===== config.mk =====
export PLATFORM = sky130hd
export DESIGN_NAME = quad_decoder
export DESIGN_NICKNAME = d
export VERILOG_FILES = /design/src/rtl/quad_decoder.sv
export SDC_FILE = /design/constraint.sdc
export NUM_CORES = 1
export LEC_CHECK = 0
export CAP_MARGIN = 20
export CORE_MARGIN = 5
export CORE_UTILIZATION = 35
export CTS_BUF_LIST = sky130_fd_sc_hd__clkbuf_8 sky130_fd_sc_hd__clkbuf_16
export DETAILED_ROUTE_END_ITERATION = 8
export GPL_TIMING_DRIVEN = 0
export SETUP_SLACK_MARGIN = 0.1
export SLEW_MARGIN = 20
export SYNTH_ARGS = -nofsm -noshare
export SYNTH_HDL_FRONTEND = slang
export SYNTH_SLANG_ARGS = --single-unit

===== constraint.sdc =====
create_clock -name clk -period 3.7 [get_ports clk]
set_input_delay 0.37 -clock clk [delete_from_list [all_inputs] [get_ports clk]]
set_output_delay 0.37 -clock clk [all_outputs]
set_load 0.1 [all_outputs]

===== src/rtl/quad_decoder.sv =====
// quad_decoder: Gray-code quadrature decoder; A_i/B_i in, pos_o count, up_o/down_o step pulses, dir_o last direction, err_o sticky illegal flag
module quad_decoder #(
  parameter int WIDTH_P  = 8,
  parameter int DETENT_P = 4,
  parameter int WRAP_P   = 1
) (
  input  logic               clk,
  input  logic               reset_i,
  input  logic               A_i,
  input  logic               B_i,
  input  logic               clear_i,
  output logic [WIDTH_P-1:0] pos_o,
  output logic               up_o,
  output logic               down_o,
  output logic               dir_o,
  output logic               err_o
);
  localparam logic signed [3:0] DET = 4'(DETENT_P);
  logic [1:0] prev_ab, cur;
  logic signed [3:0] acc, acc_up, acc_dn;
  logic fwd, rev, bad, up_step, dn_step, can_up, can_dn;
  always_comb begin
    cur = {A_i, B_i};
    fwd = (prev_ab == 2'b00 && cur == 2'b10) || (prev_ab == 2'b10 && cur == 2'b11) ||
          (prev_ab == 2'b11 && cur == 2'b01) || (prev_ab == 2'b01 && cur == 2'b00);
    rev = (prev_ab == 2'b00 && cur == 2'b01) || (prev_ab == 2'b01 && cur == 2'b11) ||
          (prev_ab == 2'b11 && cur == 2'b10) || (prev_ab == 2'b10 && cur == 2'b00);
    bad = cur == ~prev_ab;
    acc_up = acc + 4'sd1;
    acc_dn = acc - 4'sd1;
    up_step = fwd && acc_up == DET;
    dn_step = rev && acc_dn == -DET;
    // a saturating counter swallows the step (and its pulse) at the rail
    can_up = WRAP_P != 0 || !(&pos_o);
    can_dn = WRAP_P != 0 || |pos_o;
  end
  always_ff @(posedge clk) begin
    if (reset_i) begin
      prev_ab <= cur;
      acc <= '0;
      pos_o <= '0;
      up_o <= 1'b0;
      down_o <= 1'b0;
      dir_o <= 1'b0;
      err_o <= 1'b0;
    end else begin
      prev_ab <= cur;
      up_o <= 1'b0;
      down_o <= 1'b0;
      if (clear_i) begin
        pos_o <= '0;
        acc <= '0;
        err_o <= 1'b0;
      end else if (bad) begin
        err_o <= 1'b1;
        acc <= '0;
      end else if (up_step) begin
        acc <= '0;
        if (can_up) begin
          pos_o <= pos_o + 1'b1;
          up_o <= 1'b1;
          dir_o <= 1'b1;
        end
      end else if (dn_step) begin
        acc <= '0;
        if (can_dn) begin
          pos_o <= pos_o - 1'b1;
          down_o <= 1'b1;
          dir_o <= 1'b0;
        end
      end else if (fwd) begin
        acc <= acc_up;
      end else if (rev) begin
        acc <= acc_dn;
      end
    end
  end
endmodule


==> results.tsv <==
stage	metric	value	unit
clock_network	H-tree levels	1	
placed_design	routability-driven placement congestion ratio	0.813	
final_layout	total inserted antenna cells	0	
setup_path	crit-path max FO	13	
yosys	synthesized area per cell	9.06	sq um
timing	Fin. Hold Viols	0	
yosys	number of flops mapped to enable cells by yosys	0	
global_route	largest net degree at the start of global routing	14	
setup_path	crit-path cells	clkdlybuf4s50_1, xor2_2, a211oi_2, nand2_1, ha_1, nor2b_1, o31a_1, or4b_1, a32o_1, a21oi_1	
placed_design	hpwl dp	1.76	mm
power_and_ir_drop	maximum vdd drop	0.165	mV
floorplanning	Ports	17	
yosys	sequential area share after synthesis	0.313	
clock_network	clock sinks	18	
job	maxcap violations	0	
final_layout	Total Nets Final	164	
timing	Setup TNS	0	ns
global_route	gr usage total	0.120	
timing	PnR worst setup slack	0.299	ns
setup_path	WP data arrival	3.60	ns
hold_path	Hold WC Path Type	reg2reg	
yosys	Mapped Cells	127	
clock_network	post-CTS sizing	0	
floorplanning	die height	67.4	microns
placed_design	Inst Count DP	187	
yosys	post-synthesis register bit count	18	
setup_path	Startpoint Class	input pin	
route	# DRC	0	
route	Wirelength per Cell	12.1	microns
final_layout	fin util	0.458	
global_route	remaining global-route overflow	0	
timing	Slew Limit Fails	0	
status	status	finished clean	
yosys	Commonest cells post-synth	18 x dfxtp_1, 18 x nor2_1, 10 x ha_1, 9 x nand2_1, 8 x a21oi_1	
placed_design	IO buf count	16	
final_layout	Finished Cell Area	1420	sq um
floorplanning	Core ar.	3100	sq um
clock_network	post-CTS setup repair buffer count	0	
clock_network	cts hold-fix bufs	0	
clock_network	cts bufs inserted	3	
yosys	Post-Syn Nets	143	
clock_network	CTS max path bufs	2	
route	via count	919	
timing	minimum clock period	3.40	ns
yosys	Ys Warns	0	
timing	Worst Clk Skew	0.00615	ns
global_route	vias in the first global route	948	
setup_path	r2r setup slk	0.50	ns
floorplanning	num rows	20	
placed_design	pre-CTS setup slack	0.00533	ns
final_layout	Non-Filler Instances	191	
final_layout	Area Growth Syn to Fin	23.5	%
clock_network	clock latency on the worst-skew pair	0.26	ns
setup_path	buffers and inverters on the worst path	1	
timing	RSZ-0062 raised after global routing	false	
timing	Max-slew headroom	0.352	
yosys	post-synth top area share	0.313	
timing	fin crit share	0.919	
route	Pre-antenna DRT Iters	4	
route	DRT iter0 DRCs	24	
floorplanning	die area	4540	sq um
yosys	top post-synthesis cells by area	dfxtp_1 31%, ha_1 11%, nor2_1 5.9%, xor2_1 4.6%, mux2i_1 4.3%	
route	number of routed nets with antenna violations	0	
yosys	prevailing post-synth register cell	dfxtp_1	
final_layout	layout cells sized above 1	0.0884	
yosys	Synth Cell Area	1150	sq um
setup_path	Crit path max-delay family	compound AO/OA/AOI/OAI gates	
global_route	first-pass GRT wire length	4.08	mm
clock_network	Clock Pin Slew Worst Setup and Hold Paths	0.08	ns
floorplanning	Die Wd	67.4	microns
clock_network	CTS tree	done	
power_and_ir_drop	power per cell area	321	nW/um^2
yosys	library cells used by synthesis	40	
setup_path	CP Class	in2reg	
setup_path	slowest cell delay on critical path	0.52	ns
timing	# setup viols final	0	
yosys	post-synth top area cell	dfxtp_1	
clock_network	CTS Root Cell	clkbuf_8	
power_and_ir_drop	Pleak	0.000550	uW
setup_path	CP Data Required Time	3.90	ns
setup_path	critical path capture point type	flip-flop	
timing	fmax	294	MHz
setup_path	CP max-delay cell	clkdlybuf4s50_1	
route	total routed wirelength	2.31	mm
timing	Tightest Pin Transition	0.968	ns
yosys	ys async rst share	0	
floorplanning	Initial Util	0.371	
route	vias per cell	4.81	
global_route	initial antenna violation count	0	
placed_design	Cell Area, Placed	1370	sq um
-- layout make-up --
| cell class | instances | area (sq um) |
|---|---|---|
| Sequential cell | 18 | 360 |
| Multi-Input combinational cell | 102 | 763 |
| Buffer | 2 | 8.76 |
| Clock buffer | 4 | 55.1 |
| Tap cell | 44 | 55.1 |
| Inverter | 5 | 18.8 |
| Fill cell | 327 | 1680 |
| Timing Repair Buffer | 16 | 160 |
-- cells in the final DEF (no fill, tap or decap), drive strengths merged, types with 2 or more instances in the layout --
| cell | n |
|---|---|
| o21ai | 2 |
| xor2 | 7 |
| nor2 | 18 |
| mux2i | 5 |
| a211oi | 4 |
| clkbuf | 5 |
| nand2 | 9 |
| a21oi | 8 |
| nand4 | 3 |
| or2 | 3 |
| nor2b | 3 |
| xnor2 | 7 |
| clkdlybuf4s50 | 16 |
| dfxtp | 18 |
| nand3 | 3 |
| ha | 10 |
| inv | 5 |
| nor3 | 2 |
| o22ai | 2 |
-- metrics by stage --
stage                     hold WS [ns]  total power [uW]
after floorplan                  0.398               272
after global placement           0.454               290
after detailed placement         0.467               291
after CTS                        0.481               463
after global routing             0.525               479
final                            0.474               456
-- logic make-up (layout without fill, tap and decap cells) --
family          after synthesis  count (layout)  share of synthesized area
compound gates               26              26                      0.174
xor+xnor                     14              14                      0.126
fa+ha+maj                    11              11                      0.126
buf+inv                       7              27                     0.0239
flops                        18              18                      0.313
mux                           5               5                     0.0435
simple gates                 46              46                      0.193
-- worst paths after layout --
check	start	cells after the start	to
worst min-delay path	pos_o[7]	2	pos_o[7]
worst min register to register	pos_o[7]	2	pos_o[7]
worst max register to register	acc[0]	10	pos_o[6]
worst max-delay path	B_i	10	pos_o[6]
-- power breakdown --
| part | internal (uW) | switching [uW] | leakage [uW] | total, uW |
|---|---|---|---|---|
| sequential | 199 | 7.15 | 0.000146 | 206 |
| clock | 94.9 | 74.6 | 0.0000288 | 169 |
| combinational | 32.9 | 48.0 | 0.000375 | 80.9 |
| total | 327 | 130 | 0.000550 | 456 |
-- worst min-delay path, stage by stage, from the launching register on --
cell	delay, ns
dfxtp_1	0.32
nand2_1	0.06
mux2i_1	0.05
-- sequential cells by signal (all words and copies together) (netlist names) --
name,count
pos_o,8
acc,4
up_o,1
prev_ab,2
err_o,1
down_o,1
dir_o,1
-- routing by layer --
metal,vias to the layer above,GRT usage,part of all wire
met1,409,0.149,0.50
met3,5,0.0166,0.031
met2,16,0.195,0.43
met5,-,0,0
met4,0,0.0759,0.030
li1,489,-,-
(Power assumes the default switching activity.)
